File: src/rtl/lsu_mem_port_if.sv
// rtl/lsu_mem_port_if.sv - pipeline request/response and word-memory port bundle for lsu_mem_port
interface lsu_mem_port_if #(
  parameter int ADDR = 16,
  parameter int WORD = 32
);
  logic            req_valid;
  logic            req_ready;
  logic            req_write;
  logic [1:0]      req_size;
  logic            req_signed;
  logic [ADDR+1:0] req_addr;
  logic [WORD-1:0] req_wdata;
  logic            rsp_valid;
  logic            rsp_err;
  logic [WORD-1:0] rsp_rdata;
  logic [ADDR-1:0] mem_A;
  logic            mem_W;
  logic [WORD-1:0] mem_D;
  logic [WORD-1:0] mem_Q;

  modport master (
    input  req_valid, req_write, req_size, req_signed, req_addr, req_wdata, mem_Q,
    output req_ready, rsp_valid, rsp_err, rsp_rdata, mem_A, mem_W, mem_D
  );

  modport slave (
    output req_valid, req_write, req_size, req_signed, req_addr, req_wdata, mem_Q,
    input  req_ready, rsp_valid, rsp_err, rsp_rdata, mem_A, mem_W, mem_D
  );
endinterface

File: src/rtl/lsu_mem_port.sv
// rtl/lsu_mem_port.sv - load/store sequencer onto a synchronous-read 32-bit word memory port
// Define LSU_SUBWORD_EN for byte/half accesses with read-modify-write sub-word stores.
module lsu_mem_port #(
  parameter int ADDR = 16,
  parameter int WORD = 32
) (
  input  logic           clk_i,
  input  logic           reset_i,
  lsu_mem_port_if.master bus
);

  typedef enum logic [2:0] {
    IDLE,
    ST_DONE,
    RD1,
`ifdef LSU_SUBWORD_EN
    RD2,
    WR
`else
    RD2
`endif
  } state_t;

  state_t          state_q, state_d;
  logic [ADDR-1:0] mem_a_q, mem_a_d;
  logic            mem_w_q, mem_w_d;
  logic [WORD-1:0] mem_d_q, mem_d_d;
  logic            rsp_valid_q, rsp_valid_d;
  logic            rsp_err_q, rsp_err_d;
  logic [WORD-1:0] rsp_rdata_q, rsp_rdata_d;
  logic            accept;
  logic            misaligned;
  logic            word_store;

`ifdef LSU_SUBWORD_EN
  logic            write_q, write_d;
  logic [1:0]      size_q, size_d;
  logic            signed_q, signed_d;
  logic [1:0]      lane_q, lane_d;
  logic [7:0]      byte_sel;
  logic [15:0]     half_sel;
  logic [WORD-1:0] load_ext;
  logic [WORD-1:0] merged;

  always_comb begin
    misaligned = 1'b0;
    if (bus.req_size[1]) begin
      misaligned = (bus.req_addr[1:0] != 2'b00);
    end else if (bus.req_size[0]) begin
      misaligned = bus.req_addr[0];
    end
  end

  assign word_store = bus.req_write && bus.req_size[1];

  assign byte_sel = bus.mem_Q[{lane_q, 3'b000} +: 8];
  assign half_sel = bus.mem_Q[{lane_q[1], 4'b0000} +: 16];

  always_comb begin
    load_ext = bus.mem_Q;
    if (size_q == 2'b00) begin
      load_ext = {{(WORD-8){signed_q & byte_sel[7]}}, byte_sel};
    end else if (size_q == 2'b01) begin
      load_ext = {{(WORD-16){signed_q & half_sel[15]}}, half_sel};
    end
  end

  // mem_d_q still holds the right-aligned store data until the merge replaces it
  always_comb begin
    merged = bus.mem_Q;
    for (int b = 0; b < 4; b++) begin
      if (size_q == 2'b00 && lane_q == b[1:0]) begin
        merged[8*b +: 8] = mem_d_q[7:0];
      end
      if (size_q == 2'b01 && lane_q[1] == b[1]) begin
        merged[8*b +: 8] = mem_d_q[8*(b%2) +: 8];
      end
    end
  end
`else
  logic unused_req_fields;

  assign unused_req_fields = ^{bus.req_size, bus.req_signed};
  assign misaligned        = (bus.req_addr[1:0] != 2'b00);
  assign word_store        = bus.req_write;
`endif

  assign bus.req_ready = (state_q == IDLE) && !reset_i;
  assign accept        = bus.req_valid && bus.req_ready;

  always_comb begin
    state_d     = state_q;
    mem_a_d     = mem_a_q;
    mem_w_d     = 1'b0;
    mem_d_d     = mem_d_q;
    rsp_valid_d = 1'b0;
    rsp_err_d   = 1'b0;
    rsp_rdata_d = '0;
`ifdef LSU_SUBWORD_EN
    write_d     = write_q;
    size_d      = size_q;
    signed_d    = signed_q;
    lane_d      = lane_q;
`endif
    case (state_q)
      IDLE: begin
        if (accept) begin
          if (misaligned) begin
            rsp_valid_d = 1'b1;
            rsp_err_d   = 1'b1;
          end else begin
            mem_a_d = bus.req_addr[ADDR+1:2];
            mem_d_d = bus.req_wdata;
            mem_w_d = word_store;
            state_d = word_store ? ST_DONE : RD1;
`ifdef LSU_SUBWORD_EN
            write_d  = bus.req_write;
            size_d   = bus.req_size;
            signed_d = bus.req_signed;
            lane_d   = bus.req_addr[1:0];
`endif
          end
        end
      end
      ST_DONE: begin
        rsp_valid_d = 1'b1;
        state_d     = IDLE;
      end
      RD1: begin
        state_d = RD2;
      end
      RD2: begin
`ifdef LSU_SUBWORD_EN
        if (write_q) begin
          mem_d_d = merged;
          mem_w_d = 1'b1;
          state_d = WR;
        end else begin
          rsp_rdata_d = load_ext;
          rsp_valid_d = 1'b1;
          state_d     = IDLE;
        end
`else
        rsp_rdata_d = bus.mem_Q;
        rsp_valid_d = 1'b1;
        state_d     = IDLE;
`endif
      end
`ifdef LSU_SUBWORD_EN
      WR: begin
        rsp_valid_d = 1'b1;
        state_d     = IDLE;
      end
`endif
      default: begin
        state_d = IDLE;
      end
    endcase
  end

  // Asynchronous clear of mem_w_q keeps a write in flight from landing in memory
  always_ff @(posedge clk_i or posedge reset_i) begin
    if (reset_i) begin
      state_q     <= IDLE;
      mem_a_q     <= '0;
      mem_w_q     <= 1'b0;
      mem_d_q     <= '0;
      rsp_valid_q <= 1'b0;
      rsp_err_q   <= 1'b0;
      rsp_rdata_q <= '0;
`ifdef LSU_SUBWORD_EN
      write_q     <= 1'b0;
      size_q      <= 2'b00;
      signed_q    <= 1'b0;
      lane_q      <= 2'b00;
`endif
    end else begin
      state_q     <= state_d;
      mem_a_q     <= mem_a_d;
      mem_w_q     <= mem_w_d;
      mem_d_q     <= mem_d_d;
      rsp_valid_q <= rsp_valid_d;
      rsp_err_q   <= rsp_err_d;
      rsp_rdata_q <= rsp_rdata_d;
`ifdef LSU_SUBWORD_EN
      write_q     <= write_d;
      size_q      <= size_d;
      signed_q    <= signed_d;
      lane_q      <= lane_d;
`endif
    end
  end

  assign bus.mem_A     = mem_a_q;
  assign bus.mem_W     = mem_w_q;
  assign bus.mem_D     = mem_d_q;
  assign bus.rsp_valid = rsp_valid_q;
  assign bus.rsp_err   = rsp_err_q;
  assign bus.rsp_rdata = rsp_rdata_q;

endmodule

File: src/flat_wrapper.sv
// flat-port wrapper written by rule: the top's interface ports become plain ports
module lsu_mem_port_flat 
#(
  parameter int ADDR = 16,
  parameter int WORD = 32
)
  (clk_i, reset_i, bus_req_valid, bus_req_write, bus_req_size, bus_req_signed, bus_req_addr, bus_req_wdata, bus_mem_Q, bus_req_ready, bus_rsp_valid, bus_rsp_err, bus_rsp_rdata, bus_mem_A, bus_mem_W, bus_mem_D);
  lsu_mem_port_if #(.ADDR(ADDR), .WORD(WORD)) bus_i ();
  input  logic clk_i;
  input  logic reset_i;
  input wire logic [$bits(bus_i.req_valid)-1:0] bus_req_valid;
  input wire logic [$bits(bus_i.req_write)-1:0] bus_req_write;
  input wire logic [$bits(bus_i.req_size)-1:0] bus_req_size;
  input wire logic [$bits(bus_i.req_signed)-1:0] bus_req_signed;
  input wire logic [$bits(bus_i.req_addr)-1:0] bus_req_addr;
  input wire logic [$bits(bus_i.req_wdata)-1:0] bus_req_wdata;
  input wire logic [$bits(bus_i.mem_Q)-1:0] bus_mem_Q;
  output wire logic [$bits(bus_i.req_ready)-1:0] bus_req_ready;
  output wire logic [$bits(bus_i.rsp_valid)-1:0] bus_rsp_valid;
  output wire logic [$bits(bus_i.rsp_err)-1:0] bus_rsp_err;
  output wire logic [$bits(bus_i.rsp_rdata)-1:0] bus_rsp_rdata;
  output wire logic [$bits(bus_i.mem_A)-1:0] bus_mem_A;
  output wire logic [$bits(bus_i.mem_W)-1:0] bus_mem_W;
  output wire logic [$bits(bus_i.mem_D)-1:0] bus_mem_D;
  assign bus_i.req_valid = bus_req_valid;
  assign bus_i.req_write = bus_req_write;
  assign bus_i.req_size = bus_req_size;
  assign bus_i.req_signed = bus_req_signed;
  assign bus_i.req_addr = bus_req_addr;
  assign bus_i.req_wdata = bus_req_wdata;
  assign bus_i.mem_Q = bus_mem_Q;
  assign bus_req_ready = bus_i.req_ready;
  assign bus_rsp_valid = bus_i.rsp_valid;
  assign bus_rsp_err = bus_i.rsp_err;
  assign bus_rsp_rdata = bus_i.rsp_rdata;
  assign bus_mem_A = bus_i.mem_A;
  assign bus_mem_W = bus_i.mem_W;
  assign bus_mem_D = bus_i.mem_D;
  lsu_mem_port #(.ADDR(ADDR), .WORD(WORD)) u_core (.clk_i(clk_i), .reset_i(reset_i), .bus(bus_i));
endmodule
File: config.mk
export PLATFORM = sky130hd
export DESIGN_NAME = lsu_mem_port_flat
export DESIGN_NICKNAME = d
export VERILOG_FILES = /design/src/rtl/lsu_mem_port_if.sv /design/src/rtl/lsu_mem_port.sv /design/src/flat_wrapper.sv
export SDC_FILE = /design/constraint.sdc
export NUM_CORES = 1
export LEC_CHECK = 0
export ABC_AREA = 1
export CORE_MARGIN = 2
export CORE_UTILIZATION = 30
export DETAILED_ROUTE_END_ITERATION = 12
export DONT_BUFFER_PORTS = 1
export SYNTH_ARGS = -nofsm -noshare
export SYNTH_HDL_FRONTEND = slang
export SYNTH_SLANG_ARGS = --single-unit
File: constraint.sdc
create_clock -name clk_i -period 3.4 [get_ports clk_i]
set_input_delay 0.51 -clock clk_i [delete_from_list [all_inputs] [get_ports clk_i]]
set_output_delay 0.51 -clock clk_i [all_outputs]
set_load 0.02 [all_outputs]
==> flow_summary.toml <==
[power]
pwr-share-clk_pct = 23.4
leakage_nw = 1.94
pwr-share-comb_pct = 13.5
peakVddDrop_v = 0.000307
p_sw_mw = 1.26
power.density_nw_per_um2 = 924
switching_share_pct = 39.8
pwr-share-seq_pct = 63.0
p_int_mw = 1.91

[grt]
grt_pass1_wl_um = 10600
gr-total-overflow = 0
antenna_found_initial = 0
grt_max_degree = 60
first_global_vias = 2111
grt_usage_pct = 12.6

[detailed_routing]
drt_iter0_drc = 117
routed.top_layer = "met4"
wl_met3_um = 758
totalWireLength_um = 6680
wl_met2_um = 3100
wire_per_inst_um = 14.2
drt_pass1_iterations = 4
m1WireLength_um = 2690
route.vias.total = 2034
drc = 0
antenna_left = 0
viasPerCell = 4.33

[die]
num_io_pins = 173
die_y_um = 105
rows = 37
start_util_pct = 30.4
dieArea_um2 = 11100
chipWidth_um = 105
core_um2 = 10100

[logic_synthesis]
synth_cell_types = 13
seq_area_frac_synth_pct = 68.9
yosysWarnings = 0
synth_seq_cells = 85
synth_cells = 328
synth.cell_area_um2 = 3090
syn_nets = 417
syn-mean-instance-area_um2 = 9.41

[sta]
drv_slew = 0
fmax_mhz = 414
slew_headroom_pct = 28.2
clock_skew_ns = 0.00829
setup_viol = 0
fin_crit_ns = 2.41
rsz0062_at_grt = "false"
worst_slack_ns = 0.987
finalHoldViolCount = 0
worstMarginPinSlew_ns = 1.07
fin_crit_sh_pct = 71.0
setup_tns_ns = 0

[min_path]
min_to = "u_core.bus.rsp_rdata[10]$_DFF_PP0_"
hp-class = "input pin to flip-flop"
whs_path_depth = 2
min_from = "bus_mem_Q[10]"

[run]
maxCapViolCount = 0

[final_layout]
regArea_um2 = 2130
multi_input_area_um2 = 758
layout-area-overhead-vs-synth_pct = 11.0
final_cell_area_um2 = 3430
final_net_count = 418
drive_gt1_share_pct = 6.59
fillers = 1069
antenna_cells = 0

[critical_path]
worstPathCellList = "dlygate4sd3_1, inv_4, nand3_2, nor2_4, nand2_1, nand2_1"
worstPathRequired_ns = 3.68
path_delay_family = "simple AND/OR/NAND/NOR gates"
crit_path_start_kind = "input pin"
rr_startpoint = "u_core.state_q[1]$_DFFE_PP0P_"
critPathCaptureType = "flip-flop"
rr_endpoint = "u_core.bus.mem_A[14]$_DFFE_PP0P_"
arrival_ns = 2.70
path_buf_inv = 2
path_common_cell = "nand2_1"
critPathKind = "input pin to flip-flop"
crit_path_top_delay_cell = "nor2_4"
worstPathMaxFanout = 48
reg2regPathDepth = 5
rrSetupSlack_ns = 1.50
max_stage_delay_ns = 0.84

[clock_tree]
path_clk_slew_ns = 0.08
cts_sinks = 85
clk_latency_ns = 0.35
numCtsBuffers = 9
post_cts_buffers = 0
htree_levels = 3
root_buffer = "clkbuf_8"
cts_buffer_depth = 2
cts_tree = "done"

[placement]
dpl_cell_area_um2 = 3200
gp_congestion = 0.669
numPortBuffers = 0
hpwlAfterDp_um = 4740
dpl_worst_slack_ns = 1.16

[outcome]
status = "finished clean"
registers in the layout (all words and copies together) (netlist names):
name / count
u_core.bus.rsp_err: 1
u_core.state_q: 2
u_core.bus.mem_D: 32
u_core.bus.rsp_rdata: 32
u_core.bus.mem_A: 16
u_core.bus.rsp_valid: 1
u_core.bus.mem_W: 1
power by group through the flow:
stage                     Clock (mW)  Sequential, mW  Combinational (mW)
after floorplan                    0            1.94               0.365
after global placement             0            2.01               0.414
after detailed placement           0            2.02               0.442
after CTS                      0.777            2.00               0.442
after global routing           0.820            2.04               0.519
final                          0.741            1.99               0.428
stage by stage:
stage                     instances  hold slack [ns]  power [mW]  utilization [%]
after CTS                       470            0.226        3.22             33.8
after detailed placement        453            0.394        2.46             31.6
after global placement          453            0.392        2.43             31.6
final                           470            0.255        3.16             33.8
after global routing            470            0.228        3.38             33.8
after floorplan                 328            0.520        2.30                -
worst register-to-register path: cells and delay by family, from the launching register on:
kind,cells,cell delay (ns)
flip-flops,1,0.42
AND/OR/NAND/NOR,5,1.42
layout by cell type (no fill, tap or decap):
cell type	count
nand2_1	150
dfrtp_1	85
nor2_1	37
inv_1	34
clkbuf_8	12
nor2_2	2
o21ai_0	2
buf_4	2
inv_4	1
nand3_2	1
nor2_4	1
nand4_1	1
a31oi_1	1
clkinv_2	1
clkinvlp_4	1
bufinv_16	1
clkbuf_1	1
dlygate4sd3_1	1
worst max path at each step:
| stage | endpoint | slack [ns] | startpoint | depth (start not counted) |
|---|---|---|---|---|
| after detailed placement | u_core.bus.mem_D[31]$_DFFE_PP0P_ | 1.16 | reset_i | 5 |
| after floorplan | u_core.bus.mem_D[10]$_DFFE_PP0P_ | 0.12 | reset_i | 6 |
| after global placement | u_core.bus.mem_D[27]$_DFFE_PP0P_ | 1.19 | reset_i | 5 |
| after global routing | u_core.bus.mem_A[14]$_DFFE_PP0P_ | 0.74 | reset_i | 6 |
| after CTS | u_core.bus.mem_A[14]$_DFFE_PP0P_ | 0.93 | reset_i | 6 |
| final | u_core.bus.mem_A[14]$_DFFE_PP0P_ | 0.99 | reset_i | 6 |
cell families after synthesis:
| family | synth area share, % |
|---|---|
| AOI/OAI and AO/OA | 0.527 |
| buffers and inverters | 6.65 |
| DFF | 68.9 |
| and+or+nand+nor | 23.9 |
cell usage after synthesis, drive strengths merged:
master | instances | area (µm²)
nand2 | 150 | 563
nand3 | 1 | 10.0
inv | 35 | 131
buf | 8 | 55.1
clkbuf | 5 | 18.8
nor2 | 40 | 158
a31oi | 1 | 6.26
o21ai | 2 | 10.0
nand4 | 1 | 6.26
dfrtp | 85 | 2130
metal layers:
metal	GRT usage, %	vias up
li1	-	955
met1	14.4	958
met2	19.3	110
met3	5.81	11
met4	7.24	0
met5	0	-
cell type report:
| cell class | instances | area share, % |
|---|---|---|
| multi-input cells | 195 | 22.1 |
| inverters | 35 | 3.91 |
| flip-flops and latches | 85 | 62.1 |
| clock buffers | 13 | 4.93 |
| repair buffers | 3 | 0.730 |
| well taps | 136 | 4.97 |
| clock inverters | 3 | 1.24 |
timing repair:
action / CTS / global route
resized for setup: 0 / 0
hold buffers: 1 / 0
hold endpoints to repair: 3 / 0
(Power assumes the default switching activity.)
